[config.mk]
export PLATFORM = sky130hd
export DESIGN_NAME = tank_ctrl
export DESIGN_NICKNAME = d
export VERILOG_FILES = /design/src/rtl/tank_pkg.sv /design/src/rtl/tank_clamp.sv /design/src/rtl/tank_ctrl.sv
export SDC_FILE = /design/constraint.sdc
export NUM_CORES = 1
export LEC_CHECK = 0
export ABC_AREA = 1
export BUFFER_PORTS_ARGS = -buffer_cell sky130_fd_sc_hd__buf_2
export CAP_MARGIN = 20
export CORE_ASPECT_RATIO = 0.75
export CORE_MARGIN = 5
export CORE_UTILIZATION = 56
export CTS_BUF_LIST = sky130_fd_sc_hd__clkbuf_16
export DETAILED_ROUTE_END_ITERATION = 6
export HOLD_SLACK_MARGIN = 0.12
export MAX_ROUTING_LAYER = met4
export PLACE_DENSITY = 0.78
export SETUP_SLACK_MARGIN = 0.2
export SYNTH_ARGS = -nofsm -noshare
export SYNTH_HDL_FRONTEND = slang
export SYNTH_SLANG_ARGS = --single-unit
[constraint.sdc]
create_clock -name frame_clk -period 4.12 [get_ports frame_clk]
set_input_delay 0.412 -clock frame_clk [delete_from_list [all_inputs] [get_ports frame_clk]]
set_output_delay 0.412 -clock frame_clk [all_outputs]
set_load 0.05 [all_outputs]
[src/rtl/tank_pkg.sv]
// Shared types, default keymaps and screen constants for the tank controllers.
package tank_pkg;

    // Heading encoding: 0 up, 1 right, 2 down, 3 left.
    typedef enum logic [1:0] {
        DIR_UP    = 2'd0,
        DIR_RIGHT = 2'd1,
        DIR_DOWN  = 2'd2,
        DIR_LEFT  = 2'd3
    } dir_t;

    typedef enum logic [1:0] {
        FIRE_IDLE = 2'd0,
        FIRE_REQ  = 2'd1,
        FIRE_COOL = 2'd2
    } fire_state_t;

    // Player 1: WASD + space.
    localparam logic [7:0] P1_KEY_UP    = 8'h1A;
    localparam logic [7:0] P1_KEY_DOWN  = 8'h16;
    localparam logic [7:0] P1_KEY_LEFT  = 8'h04;
    localparam logic [7:0] P1_KEY_RIGHT = 8'h07;
    localparam logic [7:0] P1_KEY_FIRE  = 8'h2C;

    // Player 2: arrow keys + enter.
    localparam logic [7:0] P2_KEY_UP    = 8'h52;
    localparam logic [7:0] P2_KEY_DOWN  = 8'h51;
    localparam logic [7:0] P2_KEY_LEFT  = 8'h50;
    localparam logic [7:0] P2_KEY_RIGHT = 8'h4F;
    localparam logic [7:0] P2_KEY_FIRE  = 8'h28;

    localparam int SCREEN_W_DEF = 640;
    localparam int SCREEN_H_DEF = 480;
    localparam int TANK_W_DEF   = 32;
    localparam int TANK_H_DEF   = 32;

    // Signed per-axis displacement: 0 when the axis is idle, -step or +step otherwise.
    function automatic logic signed [10:0] axis_delta(input logic       en,
                                                      input logic       neg,
                                                      input logic [3:0] step);
        logic signed [10:0] mag;
        mag        = $signed({7'd0, step});
        axis_delta = '0;
        if (en) begin
            axis_delta = neg ? -mag : mag;
        end
    endfunction

endpackage

[src/rtl/tank_clamp.sv]
// One axis of the position update: 11-bit signed add, then clamp into [0, MAX_POS].
module tank_clamp #(
    parameter int MAX_POS = 608
) (
    input  logic [9:0]         i_pos,
    input  logic signed [10:0] i_delta,
    output logic [9:0]         o_pos
);

    localparam logic signed [10:0] MaxPosS = 11'(MAX_POS);

    logic signed [10:0] w_sum;

    assign w_sum = $signed({1'b0, i_pos}) + i_delta;

    // Saturate at both walls; in-range sums pass straight through.
    always_comb begin
        o_pos = w_sum[9:0];
        if (w_sum < 11'sd0) begin
            o_pos = '0;
        end else if (w_sum > MaxPosS) begin
            o_pos = MaxPosS[9:0];
        end
    end

endmodule

[src/rtl/tank_ctrl.sv]
// Per-player tank controller: keycode decode, clamped movement, heading and a
// req/ack shot request with cooldown. Advances once per frame_clk edge.
module tank_ctrl
    import tank_pkg::*;
#(
    parameter int          START_X   = 350,
    parameter int          START_Y   = 400,
    parameter int          START_DIR = 0,
    parameter int unsigned STEP      = 1,
    parameter int          TANK_W    = TANK_W_DEF,
    parameter int          TANK_H    = TANK_H_DEF,
    parameter int          SCREEN_W  = SCREEN_W_DEF,
    parameter int          SCREEN_H  = SCREEN_H_DEF,
    parameter bit          HOLD_MODE = 1'b0,
    parameter int unsigned COOLDOWN  = 30,
    parameter logic [7:0]  KEY_UP    = P1_KEY_UP,
    parameter logic [7:0]  KEY_DOWN  = P1_KEY_DOWN,
    parameter logic [7:0]  KEY_LEFT  = P1_KEY_LEFT,
    parameter logic [7:0]  KEY_RIGHT = P1_KEY_RIGHT,
    parameter logic [7:0]  KEY_FIRE  = P1_KEY_FIRE
) (
    input  logic       frame_clk,
    input  logic       Reset,
    input  logic [7:0] keycode,
    input  logic       shot_ack,
    output logic [9:0] TankX,
    output logic [9:0] TankY,
    output logic [1:0] Dir,
    output logic       Moving,
    output logic       shot_req,
    output logic [9:0] ShotX,
    output logic [9:0] ShotY,
    output logic [1:0] ShotDir
);

    localparam int         CNT_W      = (COOLDOWN > 1) ? $clog2(COOLDOWN) : 1;
    localparam logic [9:0] StartX     = 10'(START_X);
    localparam logic [9:0] StartY     = 10'(START_Y);
    localparam dir_t       StartDir   = dir_t'(2'(START_DIR));
    localparam logic [9:0] HalfW      = 10'(TANK_W / 2);
    localparam logic [9:0] HalfH      = 10'(TANK_H / 2);
    localparam logic [3:0] Step4      = 4'(STEP);
    localparam logic [CNT_W-1:0] CoolInit = CNT_W'(COOLDOWN - 1);

    // Movement state. Motion always points along r_dir, so only an enable is kept.
    logic [9:0] r_x;
    logic [9:0] r_y;
    dir_t       r_dir;
    logic       r_mot;
    logic       r_moving;

    // Fire state.
    fire_state_t      r_fire_state;
    logic [CNT_W-1:0] r_cnt;
    logic             r_shot_req;
    logic [9:0]       r_shot_x;
    logic [9:0]       r_shot_y;
    dir_t             r_shot_dir;

    // Combinational next-state nets.
    logic               w_key_is_dir;
    dir_t               w_dir_next;
    logic               w_mot_next;
    logic signed [10:0] w_dx;
    logic signed [10:0] w_dy;
    logic [9:0]         w_x_next;
    logic [9:0]         w_y_next;
    logic               w_moving_next;

    fire_state_t      w_fire_state_next;
    logic [CNT_W-1:0] w_cnt_next;
    logic             w_shot_req_next;
    logic [9:0]       w_shot_x_next;
    logic [9:0]       w_shot_y_next;
    dir_t             w_shot_dir_next;

    // Decode the keycode into a heading and the motion enable for this edge.
    always_comb begin
        w_key_is_dir = 1'b1;
        w_dir_next   = r_dir;
        if (keycode == KEY_UP) begin
            w_dir_next = DIR_UP;
        end else if (keycode == KEY_RIGHT) begin
            w_dir_next = DIR_RIGHT;
        end else if (keycode == KEY_DOWN) begin
            w_dir_next = DIR_DOWN;
        end else if (keycode == KEY_LEFT) begin
            w_dir_next = DIR_LEFT;
        end else begin
            w_key_is_dir = 1'b0;
        end

        if (w_key_is_dir) begin
            w_mot_next = 1'b1;
        end else begin
            w_mot_next = HOLD_MODE ? 1'b0 : r_mot;
        end

        w_dx = axis_delta(w_mot_next && (w_dir_next == DIR_RIGHT || w_dir_next == DIR_LEFT),
                          w_dir_next == DIR_LEFT, Step4);
        w_dy = axis_delta(w_mot_next && (w_dir_next == DIR_UP || w_dir_next == DIR_DOWN),
                          w_dir_next == DIR_UP, Step4);
    end

    tank_clamp #(
        .MAX_POS (SCREEN_W - TANK_W)
    ) u_clamp_x (
        .i_pos   (r_x),
        .i_delta (w_dx),
        .o_pos   (w_x_next)
    );

    tank_clamp #(
        .MAX_POS (SCREEN_H - TANK_H)
    ) u_clamp_y (
        .i_pos   (r_y),
        .i_delta (w_dy),
        .o_pos   (w_y_next)
    );

    // Pinned against a wall means no change, hence not moving.
    assign w_moving_next = (w_x_next != r_x) || (w_y_next != r_y);

    // Register position, heading and motion.
    always_ff @(posedge frame_clk or posedge Reset) begin
        if (Reset) begin
            r_x      <= StartX;
            r_y      <= StartY;
            r_dir    <= StartDir;
            r_mot    <= 1'b0;
            r_moving <= 1'b0;
        end else begin
            r_x      <= w_x_next;
            r_y      <= w_y_next;
            r_dir    <= w_dir_next;
            r_mot    <= w_mot_next;
            r_moving <= w_moving_next;
        end
    end

    // Fire FSM next state; the shot snapshot uses the post-move position and heading.
    always_comb begin
        w_fire_state_next = r_fire_state;
        w_cnt_next        = r_cnt;
        w_shot_req_next   = r_shot_req;
        w_shot_x_next     = r_shot_x;
        w_shot_y_next     = r_shot_y;
        w_shot_dir_next   = r_shot_dir;

        unique case (r_fire_state)
            FIRE_IDLE: begin
                if (keycode == KEY_FIRE) begin
                    w_fire_state_next = FIRE_REQ;
                    w_shot_req_next   = 1'b1;
                    w_shot_x_next     = w_x_next + HalfW;
                    w_shot_y_next     = w_y_next + HalfH;
                    w_shot_dir_next   = w_dir_next;
                end
            end
            FIRE_REQ: begin
                if (shot_ack) begin
                    w_fire_state_next = FIRE_COOL;
                    w_shot_req_next   = 1'b0;
                    w_cnt_next        = CoolInit;
                end
            end
            FIRE_COOL: begin
                if (r_cnt == '0) begin
                    w_fire_state_next = FIRE_IDLE;
                end else begin
                    w_cnt_next = r_cnt - CNT_W'(1);
                end
            end
            default: begin
                w_fire_state_next = FIRE_IDLE;
                w_shot_req_next   = 1'b0;
            end
        endcase
    end

    // Register the fire FSM; reset drops a pending request at once.
    always_ff @(posedge frame_clk or posedge Reset) begin
        if (Reset) begin
            r_fire_state <= FIRE_IDLE;
            r_cnt        <= '0;
            r_shot_req   <= 1'b0;
            r_shot_x     <= '0;
            r_shot_y     <= '0;
            r_shot_dir   <= DIR_UP;
        end else begin
            r_fire_state <= w_fire_state_next;
            r_cnt        <= w_cnt_next;
            r_shot_req   <= w_shot_req_next;
            r_shot_x     <= w_shot_x_next;
            r_shot_y     <= w_shot_y_next;
            r_shot_dir   <= w_shot_dir_next;
        end
    end

    assign TankX    = r_x;
    assign TankY    = r_y;
    assign Dir      = r_dir;
    assign Moving   = r_moving;
    assign shot_req = r_shot_req;
    assign ShotX    = r_shot_x;
    assign ShotY    = r_shot_y;
    assign ShotDir  = r_shot_dir;

endmodule

Word level (Yosys, flattened, before mapping)

Index checks and enable logic that the tools add are counted.
Widths: inputs -> output; s select.

Add/sub/neg operators: 5
$lt $le $gt $ge: 4
Eq/ne operators: 16
Multiplexer cells: 27
Bitwise gates (word level): 1
Reduce and logical (&&, ||, !) cells: 13

Operators by type and width:

| operator              | number |
|---|---|
| $mux 11               | 4 |
| $mux 10               | 4 |
| $add 11x11->11        | 2 |
| $lt 11x1->1 const B   | 2 |
| $add 10x5->10 const B | 2 |
| $ne 10x10->1          | 2 |
| $eq 8x3->1 const B    | 2 |
| $eq 8x5->1 const B    | 2 |
| $mux 2                | 7 |
| $gt 11x10->1 const B  | 1 |
| $gt 11x11->1 const B  | 1 |
| $mux 5                | 2 |
| $pmux 5 s2            | 1 |
| $reduce_and 3->1      | 3 |
| $eq 8x6->1 const B    | 1 |
| $ne 2x2->1 const B    | 4 |
| $mux 1                | 7 |
| $eq 2x2->1 const B    | 3 |
| $pmux 2 s3            | 1 |
| $logic_not 5->1       | 1 |
| $sub 5x1->5 const B   | 1 |
| $eq 2x1->1 const B    | 2 |
| $logic_not 2->1       | 2 |
| $logic_or 1x1->1      | 3 |
| 5 further kinds       | 6 |

Bits in registers: 54
Input port bits: 11
Output and inout bits: 46
Logic and storage cells: 77

Logic depth before layout (Yosys ltp)

Gate-level depths: netlist of the first run.

Depth in word-level cells: 15
Gate-level depth with buffers: 31
Mapped depth without buffers: 31

Modules after synthesis

Synthesis of the first run repeated with hierarchy kept, for this count alone.

Cells, all modules: 596
Area total of the unflattened synthesis: 4,205.3 um^2

Modules (own cells, without submodules):

| module                 | times used | cells each | area an instance (um^2) | sequential area each (um^2) |
|---|---|---|---|---|
| tank_ctrl              | 1          | 276        | 2,539.9                 | 1,362.6 |
| tank_clamp (u_clamp_y) | 1          | 167        | 909.6                   | 0.0 |
| tank_clamp (u_clamp_x) | 1          | 153        | 755.7                   | 0.0 |

Worst setup path after synthesis of the first run

OpenSTA, ideal clock, no wires.

Path kind: input to register
Start point: input port keycode[7]
End point: register r_shot_x[8], in the netlist ShotX[8]
Setup time: 0.131 ns
Arrival time: 3.323 ns
Required time: 3.989 ns
Slack: 0.667 ns
Cell stages on the path: 25
Path buffers: 0
Cells stage by stage: nor2_2 -> nand2_1 -> nor2_2 -> inv_2 -> a21oi_2 -> nand2_1 -> inv_1 -> ha_1 -> inv_1 -> fa_1 -> nand3b_1 -> nand2_1 -> nand2_1 -> nand2_1 -> nand2_1 -> nand2_1 -> nand3_1 -> nand3_1 -> inv_1 -> o21ai_4 -> nor2_4 -> ha_1 -> nand3_1 -> xor2_1 -> o21ai_1

Longest elaborated chain between the ends: 14
Elaborated cells on any way between the ends: 27
Those cells by class: add/sub: 2; order compare: 2; eq/ne: 7; mux: 13; reduce/logical: 3

RTL lines:

| item                                     | RTL line                          | source |
|---|---|---|
| start: declaration                       | tank_ctrl.sv:24                   | `input logic [7:0] keycode,` |
| $eq 8x3->1                               | tank_ctrl.sv:87                   | `end else if (keycode == KEY_LEFT) begin` |
| $mux 2                                   | tank_ctrl.sv:87                   |  |
| $mux 2                                   | tank_ctrl.sv:85                   | `end else if (keycode == KEY_DOWN) begin` |
| $mux 2                                   | tank_ctrl.sv:83                   | `end else if (keycode == KEY_RIGHT) begin` |
| $mux 2 *                                 | tank_ctrl.sv:81                   | `if (keycode == KEY_UP) begin` |
| via w_dir_next[0]                        | tank_ctrl.sv:62                   | `dir_t w_dir_next;` |
| $eq 2x1->1 or $eq 2x2->1 (tied branches) | tank_ctrl.sv:99, tank_ctrl.sv:100 |  |
| $logic_or 1x1->1                         | tank_ctrl.sv:99                   | `w_dx = axis_delta(w_mot_next && (w_dir_next == DIR_RIGHT \|\| w_dir_next == DIR_LEFT),` |
| $logic_and 1x1->1                        | tank_ctrl.sv:99                   |  |
| $mux 11 *                                | tank_pkg.sv:44                    | `if (en) begin` |
| $add 11x11->11 *                         | tank_clamp.sv:14                  | `assign w_sum = $signed({1'b0, i_pos}) + i_delta;` |
| $gt 11x11->1                             | tank_clamp.sv:21                  | `end else if (w_sum > MaxPosS) begin` |
| $mux 10                                  | tank_clamp.sv:21                  |  |
| $mux 10 *                                | tank_clamp.sv:19                  | `if (w_sum < 11'sd0) begin` |
| via u_clamp_x.o_pos[4]                   | tank_clamp.sv:7                   | `output logic [9:0] o_pos` |
| $add 10x5->10 *                          | tank_ctrl.sv:155                  | `w_shot_x_next = w_x_next + HalfW;` |
| end signal: assignment                   | tank_ctrl.sv:194                  | `r_shot_x <= w_shot_x_next;` |
| end: declaration                         | tank_ctrl.sv:56                   | `logic [9:0] r_shot_x;` |

Mark *: on every way through the listed nets, which the timed path passes. The rest lies on a longest branch.
A chain may end at the register's enable or synchronous reset.

Worst setup path in the final report of the first run

Start point: input port keycode[0]
End point: register r_shot_x[8], in the netlist ShotX[8]

Elaborated cells on any way between the ends: 27
Those cells by class: add/sub: 2; order compare: 2; eq/ne: 7; mux: 13; reduce/logical: 3

RTL lines:

| item                   | RTL line         | source |
|---|---|---|
| $eq 8x3->1             | tank_ctrl.sv:87  |  |
| $mux 1                 | tank_ctrl.sv:87  |  |
| $mux 1                 | tank_ctrl.sv:85  |  |
| $mux 1                 | tank_ctrl.sv:83  |  |
| $mux 1 *               | tank_ctrl.sv:81  |  |
| $mux 1 *               | tank_ctrl.sv:93  | `if (w_key_is_dir) begin` |
| via w_mot_next         | tank_ctrl.sv:63  | `logic w_mot_next;` |
| $logic_and 1x1->1 *    | tank_ctrl.sv:99  |  |
| $mux 11 *              | tank_pkg.sv:44   |  |
| $add 11x11->11 *       | tank_clamp.sv:14 |  |
| $gt 11x11->1           | tank_clamp.sv:21 |  |
| $mux 10                | tank_clamp.sv:21 |  |
| $mux 10 *              | tank_clamp.sv:19 |  |
| via u_clamp_x.o_pos[4] | tank_clamp.sv:7  |  |
| $add 10x5->10 *        | tank_ctrl.sv:155 |  |

Marks and branches as above.

==> impl_results.md, run 1 <==
- Period utilisation layout: 89.23%
- Die Wd: around 110 µm
- Slowest stage delay, CP: around 0.38 ns
- Post-DP HPWL: between 8000 and 9000 µm
- Area after DPL: roughly 4500 µm²
- Status: finished clean
- Main synth FF type: dfrtp_1
- Number of distinct library cells after synthesis: 36
- Final hold violations: 0
- Routed WL: 10640 µm
- # diodes: 0
- Worst slew margin: between 50% and 60%
- Vias: approximately 4.1k
- Die ar.: between 9000 and 10000 µm²
- Filler Cell Count: roughly 660
- Gr ovfl total: 0
- Vias/cell: around 5.2
- CP max FO: 8
- Syn_nets: between 600 and 700
- Clock Sinks: 54
- Final instance area: roughly 4900 µm²
- Number of remaining DRC errors: 0
- Synth warn: 0
- First-pass GRT wire length: approximately 17000 µm
- CP dominant cell by count: nand2_1
- Top-Level Pins: 57
- First-pass DRT Iterations: 5
- CP required: 4.34 ns
- Worst Path Arrival: around 4 ns
- Ys async rst share: 100.0%
- FMAX: approximately 270 MHz
- Post-synthesis sequential area ratio: about a third
- Synth Area per Inst: about 6.8 µm²
- #FFs+latches synth: 54
- Clock Pin Slew Worst Setup and Hold Paths: ~0.070 ns
- Seq. cell area: 1363 µm²
- Crit path time final: around 3.7 ns
- Leak: between 2 and 3 nW
- Slew @ Worst Pin: ~0.67 ns
- CP Class: in2reg
- Initial Utilization: approximately 56%
- H-tree Lvls: 2
- Worst path cell trace: buf_2 > nand2_1 > inv_1 > nand2_1 > nor2_4 > nor2_1 > nand3_4 > nand4_4 > clkinvlp_4 > buf_4 > ha_1 > nand2_1 > nor2_1 > nand2_1 > nand2_1 > nand4_2 > nand2_4 > o21ai_4 > nor2_4 > ha_2 > nand3_1 > xor2_1 > o21ai_1
- RSZ-0062 raised after global routing: yes
- Detailed-route wire length per cell: approximately 14 µm
- Post-Route Skew: just under 0.006 ns
- Critical Path Slowest Stage Cell: ha_1
- Post-synth EDFFs: 0
- DRT antenna net count: 0
- Flop pwr share: between 20% and 30%
- Psw: 0.001679 W
- Setup TNS: 0 ns
- Post-CTS Hold Buffers: 0
- Clock network power share: 12.8%
- # setup viols final: 0
- Buf/Inv on CP: 4
- Max clock buf depth: 2
- Pins Over Slew Limit: 0
- Row count: 27
- Critical Path Start Type: input port
- TritonCTS clock tree: yes
- Pwr per Cell Area: roughly 660 nW/µm²
- Vias in the first global route: roughly 3.7k
- Power, Total: approximately 0.0032 W
- Worst Setup End Kind: register
- Nets: roughly 710
- Area Overhead vs Synth: 20.08%
- CTS buffer count: 5
- Later-pin clock latency in the skew report: 0.29 ns
- Max Cap Violations: 0
- Hold Crit Class: in2async
- CP top delay family: simple AND/OR/NAND/NOR gates
- Std-Cell Core Area: 7229 µm²
- Initial drt markers: roughly 240
- Multi-input gate area: between 2000 and 2500 µm²
- Synth Instances: around 600
- Largest net degree at the start of global routing: 55
- P_int: approximately 0.0016 W
- CTS root buf: clkbuf_16
- Switching Fraction: around half
- GRT Overall Usage: between 20% and 30%
- Die Ht: 83.94 µm
- Antenna violations before repair: 0
- Combinational share of power: 63.6%
- Final RePlAce weighted congestion: roughly 0.95
- Port Buf Inserts: 56
- Synthesized area: just over 4000 µm²
- Layout cell share with drive strength beyond 1: 22.75%
- Maximum vdd ir drop: 0.0005495 V
-- sequential cells by signal (all words and copies together) (netlist names) --
register,cells
r_fire_state,2
ShotDir,2
Dir,2
TankX,10
ShotX,10
ShotY,10
r_cnt,5
Moving,1
TankY,10
shot_req,1
r_mot,1
-- through the flow --
stage / hold slack [ns] / cells / util [%] / worst slack (ns)
after floorplan: 0.4731 / 598 / - / 0.6665
after global placement: 0.4435 / 753 / 62.08 / 0.1318
after detailed placement: 0.4510 / 753 / 62.08 / 0.02252
after CTS: 0.3271 / 761 / 64.04 / 0.3079
after global routing: 0.3732 / 778 / 67.79 / 0.1319
final: 0.2858 / 778 / 67.79 / 0.4439
-- timing repair --
action                                 CTS  global route
setup endpoints to repair                0             8
resized for setup                        0            27
endpoints found under the hold margin    0             0
setup buffers                            0            16
-- power groups by stage --
stage	sequential (W)	combinational (W)	clock, W
2_1_floorplan	0.00103	0.00115	0
3_3_place_gp	0.000756	0.00179	0
3_5_place_dp	0.000760	0.00184	0
4_1_cts	0.000752	0.00185	0.000417
5_1_grt	0.000776	0.00226	0.000444
6_report	0.000762	0.00206	0.000412
-- synth_stat cells, drive strengths merged (2+ instances only) --
master | instances | area (µm²)
dfstp | 9 | 236.5
clkbuf | 4 | 15.01
a31oi | 2 | 12.51
o21ai | 24 | 131.4
nand3 | 50 | 290.3
nand2 | 211 | 842.1
inv | 108 | 405.4
nand3b | 9 | 67.56
nor3 | 8 | 40.04
dfrtp | 45 | 1126
nand4 | 11 | 105.1
xor2 | 7 | 61.31
xnor2 | 2 | 17.52
a21oi | 13 | 68.82
ha | 24 | 300.3
fa | 2 | 40.04
nor2 | 62 | 275.3
-- cells in the final DEF, fill, tap and decap left out, drive strengths merged --
cell	netlist	final
ha	24	24
clkinvlp	0	3
xor2	7	7
fa	2	2
o21bai	1	1
buf	0	74
nor2	62	62
nor4	1	1
nor3	8	8
dfrtp	45	45
and2	1	1
or2	1	1
dfstp	9	9
inv	108	106
a21oi	13	13
o21ai	24	24
nand3b	9	9
o31ai	1	1
a31oi	2	2
nand4	11	11
clkbuf	4	5
clkinv	0	3
nand2	211	211
o21a	1	1
xnor2	2	2
nand3	50	50
conb	1	1
-- logic make-up (layout without fill, tap and decap cells) --
kind of cell	after synthesis	after routing	synth area share, %
compound gates	42	42	5.764
xor+xnor	9	9	1.931
fa+ha+maj	26	26	8.339
buf+inv	112	191	10.30
flops	54	54	33.38
other cells	1	1	0.09188
simple gates	354	354	40.19
-- layer usage --
layer | track usage [%] | share of wire, % | vias up
li1 | - | - | 2034
met3 | 4.718 | 6.8 | 7
met4 | 4.243 | 0.54 | 0
met1 | 33.85 | 48 | 1911
met2 | 35.95 | 44 | 125
met5 | - | 0 | -
-- cell type report --
type	instances	area share, %
clock inverter	3	0.3319
tap	101	2.579
timing repair inverter	1	0.1532
clock buffer	5	2.553
sequential	54	27.80
multi-input combinational	432	49.68
timing repair buffer	74	8.476
inverter	108	8.425
-- final timing paths --
path	startpoint	to	slack (ns)	cells after the start
min in group frame_clk	shot_ack	r_fire_state[0]	0.43	3
max in group asynchronous	Reset	TankX[5]	3.38	3
hold reg to reg	ShotY[9]	ShotY[9]	0.47	2
setup / recovery	keycode[0]	ShotX[8]	0.44	23
setup reg to reg	r_mot	ShotX[8]	0.58	18
hold / removal	Reset	ShotX[5]	0.29	3
-- worst register-to-register path, stage by stage (launching register included) --
cell and delay [ns]:
dfrtp_1 0.37, nor2_1 0.20, nand3_4 0.18, nand4_4 0.19, clkinvlp_4 0.25, buf_4 0.21, ha_1 0.38, nand2_1 0.10
nor2_1 0.19, nand2_1 0.08, nand2_1 0.12, nand4_2 0.15, nand2_4 0.15, o21ai_4 0.09, nor2_4 0.19, ha_2 0.23
nand3_1 0.10, xor2_1 0.15, o21ai_1 0.14
No activity file was read; power rests on OpenSTA's default activity.
==> run 2: changes to the inputs <==
ABC_AREA = not set   (was 1)
PLACE_DENSITY = 0.79   (was 0.78)
==> impl_results.md, run 2 <==
- Synthesized area: 3704 µm² (-9.3%)
- RSZ-0062 raised after global routing: yes
- Hold Crit Class: in2reg
- Largest net degree at the start of global routing: 55 (unchanged)
- Max clock buf depth: 2 (unchanged)
- Routed WL: 17070 µm (+60%)
- Vias/cell: 7.003 (+34%)
- Seq. cell area: 1363 µm² (unchanged)
- Die ar.: 8357 µm² (-8.3%)
- Critical Path Start Type: input port
- Die Wd: 103.9 µm (-4.3%)
- Gr ovfl total: 0 (unchanged)
- Vias in the first global route: 4396 (+20%)
- Number of remaining DRC errors: 0 (unchanged)
- Final RePlAce weighted congestion: 0.9803 (+3.3%)
- TritonCTS clock tree: yes
- Post-route setup slack: -0.5281 ns (-0.9720 ns)
- Post-synth EDFFs: 0 (unchanged)
- Pre-CTS setup slack: -0.5725 ns (-0.5950 ns)
- Synth area leaders: dfrtp_1, ha_1, dfstp_2
- Leak: 2.763 nW (-1.1%)
- Synth Instances: 416 (-30%)
- Synth warn: 0 (unchanged)
- Placed Cells: 637 (-15%)
- Count leader, synth: nand2_1
- CP Class: in2reg
- CTS buffer count: 5 (unchanged)
- R2R Path End: Moving
- Initial Utilization: 58.04% (+1.6 points)
- Commonest non-fill, non-tap cells in the layout: buf_4, buf_2, nand2_1
- Worst Path Arrival: 4.82 ns (+0.93 ns)
- #FFs+latches synth: 54 (unchanged)
- Post-DP HPWL: 8608 µm (+6.6%)
- Worst r2r src: Dir[0]
- H-tree Lvls: 2 (unchanged)
- Number of distinct library cells after synthesis: 64 (+78%)
- Nets: 631 (-12%)
- Violated checks: setup timing
- Detailed-route wire length per cell: 25.28 µm (+85%)
- Antenna violations before repair: 0 (unchanged)
- Pins Over Slew Limit: 0 (unchanged)
- Clock Sinks: 54 (unchanged)
- # diodes: 0 (unchanged)
- Hold path depth: 4
- CP required: 4.29 ns (-0.05 ns)
- Status: finished with violations
- First-pass GRT wire length: 22810 µm (+33%)
- Crit path time final: 4.648 ns (+0.9720 ns)
- Area Overhead vs Synth: 55.81%
- Main synth FF type: dfrtp_1
- CTS root buf: clkbuf_16
- Most common library cells after synthesis: nand2_1, dfrtp_1, nor2_1
- Syn_nets: 453 (-29%)
- Row count: 25 (-7.4%)
- Die Ht: 80.43 µm (-4.2%)
- # setup viols final: 13 (+13)
- Setup TNS: -2.866 ns (-2.866 ns)
- Max Cap Violations: 0 (unchanged)
- Multi-input gate area: 2815 µm² (+16%)
- Power, Total: 0.004898 W (+52%)
- Period utilisation layout: 112.8% (+24 points)
- Clock Pin Slew Worst Setup and Hold Paths: 0.07 ns (about the same)
- Synth Area per Inst: 8.903 µm² (+30%)
- Port Buf Inserts: 56 (unchanged)
- First-pass DRT Iterations: 6 (+1)
- GRT Overall Usage: 35.35% (+11 points)
- Layout cell share with drive strength beyond 1: 48.32% (+26 points)
- Worst hold path startpoint: shot_ack
- Worst hold slack: 0.4281 ns (+0.1423 ns)
- Later-pin clock latency in the skew report: 0.30 ns (about the same)
- Worst Setup End Kind: register
- DRT antenna net count: 0 (unchanged)
- Final hold violations: 0 (unchanged)
- Ys async rst share: 100.0% (unchanged)
- Std-Cell Core Area: 6381 µm² (-12%)
- Filler Cell Count: 266 (-60%)
- Initial drt markers: 627 (+160%)
- Post-Route Skew: 0.007764 ns (+0.001897 ns)
- Post-synthesis sequential area ratio: 36.79% (+3.4 points)
- Top-Level Pins: 57 (unchanged)
- Final instance count without filler cells: 675 (-13%)
- Yosys top cell by area: dfrtp_1
- CP max FO: 6 (-2)
- Worst slew margin: 39.28% (-16 points)
- FMAX: 215.1 MHz (-21%)
- Maximum vdd ir drop: 0.0004338 V (-21%)
- Reg2reg path depth: 18 (unchanged)
- Slew @ Worst Pin: 0.9038 ns (+0.2309 ns)
- Worst hold path endpoint: shot_req
- Flop-to-flop setup slack: -0.08 ns (-0.66 ns)
- Commonest non-fill, non-tap cell in the layout: buf_4
- Vias: 4727 (+16%)
- Pwr per Cell Area: 848.7 nW/µm² (+29%)
- Synth top area share: 30.41% (+2.8 points)
run 2: changes by cell type after synthesis, moves of 10 or more:
cell / change
xnor2_1: +14
a21oi_1: +19
nor2_1: -12
nand2_1: -146
inv_2: -10
nand3_1: -38
inv_1: -79
run 2: report_power, final:
part	switching, W	internal, W	total, W
Clock	0.000190	0.000220	0.000410
Sequential	0.000216	0.000684	0.000901
Combinational	0.00204	0.00155	0.00359
run 2: how the worst max path moves through the flow:
stage	startpoint	end	slack (ns)	cells past startpoint
2_1_floorplan	keycode[0]	Moving	-0.13	18
3_3_place_gp	keycode[0]	Moving	-0.47	18
3_5_place_dp	keycode[5]	Moving	-0.57	18
4_1_cts	keycode[6]	Moving	-0.03	19
5_1_grt	keycode[6]	Moving	-0.86	21
6_report	keycode[6]	Moving	-0.53	20
run 2: logic make-up (layout without fill, tap and decap cells):
group | after synthesis | in the layout | synth area share (%)
xor+xnor | 32 | 32 | 8.074
compound gates | 102 | 103 | 18.35
fa+ha+maj | 26 | 26 | 9.189
flops | 54 | 54 | 36.79
buf+inv | 29 | 206 | 3.209
other cells | 1 | 1 | 0.1013
simple gates | 170 | 170 | 23.72
mux | 2 | 2 | 0.5743
run 2: cell type report:
| cell class | count | share of cell area, % |
|---|---|---|
| inverters | 19 | 1.236 |
| clock inverters | 2 | 0.1951 |
| multi-input cells | 334 | 48.79 |
| clock buffers | 5 | 2.168 |
| repair buffers | 180 | 22.25 |
| well taps | 81 | 1.756 |
| flip-flops and latches | 54 | 23.61 |
run 2: metrics by stage:
stage | util [%] | cell area [µm²]
after global placement | 78.25 | 4994
after floorplan | - | 3980
final | 90.43 | 5771
after global routing | 90.43 | 5771
after detailed placement | 78.25 | 4994
after CTS | 86.61 | 5527
run 2: repair_timing:
item,4_1_cts,5_1_grt
gates cloned,1,0
gates resized for setup,51,24
hold buffers,0,1
buffers inserted,18,10
pin swaps,27,26
hold endpoints to repair,0,7
setup endpoints to repair,13,27
run 2: worst max-delay path, cell delays in order:
cell	delay [ns]
buf_6	0.09
or3_4	0.40
or4_4	0.51
nand2_4	0.09
buf_6	0.09
o211a_4	0.24
buf_6	0.14
ha_1	0.28
buf_4	0.19
nor2b_1	0.16
o211a_1	0.25
o211ai_1	0.30
nand3_1	0.15
o211ai_1	0.23
a21o_1	0.21
buf_4	0.12
a21oi_1	0.04
o32ai_2	0.31
nand4_1	0.22
a2111o_1	0.39
run 2: layer usage:
metal	global-route usage, %	part of all wire [%]
met1	43.01	36
met2	58.33	42
met3	6.908	13
met4	14.88	8.9
met5	-	0
==> run 3: changes to the inputs <==
BUFFER_PORTS_ARGS = -buffer_cell sky130_fd_sc_hd__buf_4   (was -buffer_cell sky130_fd_sc_hd__buf_2)
CORE_UTILIZATION = 47   (was 56)
PLACE_DENSITY = 0.68   (was 0.79)
==> impl_results.md, run 3 (synthesis gave the netlist of run 2 again) <==
- Worst path cell trace: buf_8 > or3_4 > or4_4 > nand2_4 > o21ai_4 > buf_6 > inv_6 > o21ba_4 > ha_4 > a21o_1 > and4_4 > or3_4 > a21oi_4 > a2111oi_4 > or3_4 > buf_6 > nor2_4 > ha_4 > buf_4 > buf_6 > xnor2_2 > o21ai_1
- Worst Path Arrival: 4.52 ns (-0.30 ns)
- Max Cap Violations: 0 (unchanged)
- Vias in the first global route: 3783 (-14%)
- Commonest non-fill, non-tap cell in the layout: buf_4
- Crit path time final: 4.338 ns (-0.3102 ns)
- FMAX: 230.5 MHz (+7.2%)
- Routed WL: 12390 µm (-27%)
- Status: finished with violations
- RSZ-0062 raised after global routing: yes
- Area Overhead vs Synth: 59.63%
- Die Wd: 112.5 µm (+8.3%)
- Pre-CTS setup slack: -0.6034 ns (-0.03097 ns)
- Gr ovfl total: 0 (unchanged)
- Clock Pin Slew Worst Setup and Hold Paths: 0.08 ns (about the same)
- Worst hold slack: 0.2934 ns (-0.1347 ns)
- Initial drt markers: 253 (-60%)
- Largest net degree at the start of global routing: 55 (unchanged)
- Std-Cell Core Area: 7777 µm² (+22%)
- Port Buf Inserts: 56 (unchanged)
- Max clock buf depth: 2 (unchanged)
- Commonest non-fill, non-tap cells in the layout: buf_4, nand2_1, dfrtp_1
- Top-Level Pins: 57 (unchanged)
- Clock Sinks: 54 (unchanged)
- Nets: 628 (-0.48%)
- Layout cell share with drive strength beyond 1: 47.80% (-0.51 points)
- First-pass DRT Iterations: 5 (-1)
- GRT Overall Usage: 24.83% (-11 points)
- Pwr per Cell Area: 778.1 nW/µm² (-8.3%)
- TritonCTS clock tree: yes
- Post-route setup slack: -0.2179 ns (+0.3102 ns)
- Pins Over Slew Limit: 0 (unchanged)
- Leak: 2.764 nW (about the same)
- Period utilisation layout: 105.3% (-7.5 points)
- Final hold violations: 0 (unchanged)
- Number of remaining DRC errors: 0 (unchanged)
- First-pass GRT wire length: 18910 µm (-17%)
- Die Ht: 86.88 µm (+8.0%)
- Maximum vdd ir drop: 0.0003268 V (-25%)
- P_int: 0.002457 W (about the same)
- CP required: 4.30 ns (about the same)
- Row count: 28 (+12%)
- Worst Setup End Kind: register
- Switching Fraction: 46.60% (-3.3 points)
- CTS root buf: clkbuf_16
- Initial Utilization: 47.62% (-10 points)
- CP max FO: 5 (-1)
- Vias: 3959 (-16%)
- Final instance area: 5912 µm² (+2.5%)
- Critical Path Slowest Stage Cell: or4_4
- Later-pin clock latency in the skew report: 0.31 ns (about the same)
- Psw: 0.002143 W (-12%)
- Hold Crit Class: in2async
- Worst slew margin: 23.04% (-16 points)
- Slew @ Worst Pin: 1.146 ns (+0.2418 ns)
- Detailed-route wire length per cell: 17.78 µm (-30%)
- Final RePlAce weighted congestion: 0.9227 (-5.9%)
- Vias/cell: 5.680 (-19%)
- Flop pwr share: 18.7% (+0.3 points)
- Antenna violations before repair: 0 (unchanged)
- Critical Path Start Type: input port
- Post-DP HPWL: 8324 µm (-3.3%)
- Area after DPL: 5229 µm² (+4.7%)
- Post-CTS Hold Buffers: 0 (unchanged)
- Core Util, Final: 76.01% (-14 points)
- # diodes: 0 (unchanged)
- Slowest stage delay, CP: 0.50 ns (about the same)
- Die ar.: 9773 µm² (+17%)
- # setup viols final: 8 (-5)
- Post-Route Skew: 0.01041 ns (+0.002647 ns)
- Combinational share of power: 71.6% (-1.6 points)
- H-tree Lvls: 2 (unchanged)
- DRT antenna net count: 0 (unchanged)
- Clock network power share: 9.7% (+1.3 points)
- CTS buffer count: 5 (unchanged)
- Violated checks: setup timing
- CP Class: in2reg
[run 3: cell types whose count changed in the layout (fill, tap and decap cells not counted), sizes merged]
cell,previous run,this run
buf,179,176
clkinv,0,2
clkinvlp,1,0
dlygate4sd3,1,0
or3,8,9
[run 3: critical path, delay by kind of cell]
kind	cells	cell delay, ns
AND/OR/NAND/NOR	7	2.11
AO/OA/AOI/OAI	6	0.88
buffers and inverters	6	0.61
adder cells (fa/ha/maj)	2	0.39
XOR/XNOR	1	0.10
[run 3: timing repair]
| action | CTS | global route |
|---|---|---|
| pin swaps | 17 | 28 |
| cloned | 2 | 0 |
| endpoints found under the setup margin | 14 | 20 |
| resized for setup | 23 | 51 |
| buffers inserted | 9 | 10 |
[run 3: path summary, 6_finish.rpt]
check                           start        to  slack [ns]  cells after the start
setup / recovery           keycode[6]  ShotY[6]       -0.22                     22
hold / removal                  Reset  ShotX[9]        0.29                      3
setup reg to reg               Dir[0]  ShotY[6]        0.05                     23
hold reg to reg              ShotY[2]  ShotY[2]        0.48                      2
max in group asynchronous       Reset  ShotY[4]        3.37                      3
min in group frame_clk       shot_ack  shot_req        0.39                      4
[run 3: per-stage QoR]
step	setup TNS (ns)	instances	total power (W)
after detailed placement	-4.147	668	0.003546
after global placement	-3.063	668	0.003484
final	-0.9196	697	0.004600
after floorplan	-0.1641	416	0.002518
after CTS	-0.1340	687	0.004210
after global routing	-2.064	697	0.004862
[run 3: layout make-up]
type	count	area [µm²]
fill	518	1866
multi-input combinational	335	2800
timing repair buffer	176	1388
clock inverter	3	28.78
clock buffer	5	125.1
inverter	19	76.32
sequential	54	1363
tap	105	131.4
[run 3: layer usage]
metal	part of all wire (%)	GRT usage, %	wire length (µm)	vias to the layer above
met5	0	-	0	-
met4	1.8	5.131	219	0
met3	5.6	4.444	700	31
met2	46	37.80	5742	164
met1	46	35.09	5731	1908
li1	-	-	-	1856
[run 3: power groups by stage]
| stage | clock network [W] | registers (W) | logic (W) |
|---|---|---|---|
| after floorplan | 0 | 0.00111 | 0.00141 |
| after global placement | 0 | 0.000849 | 0.00263 |
| after detailed placement | 0 | 0.000849 | 0.00270 |
| after CTS | 0.000452 | 0.000846 | 0.00291 |
| after global routing | 0.000480 | 0.000875 | 0.00351 |
| final | 0.000446 | 0.000862 | 0.00329 |
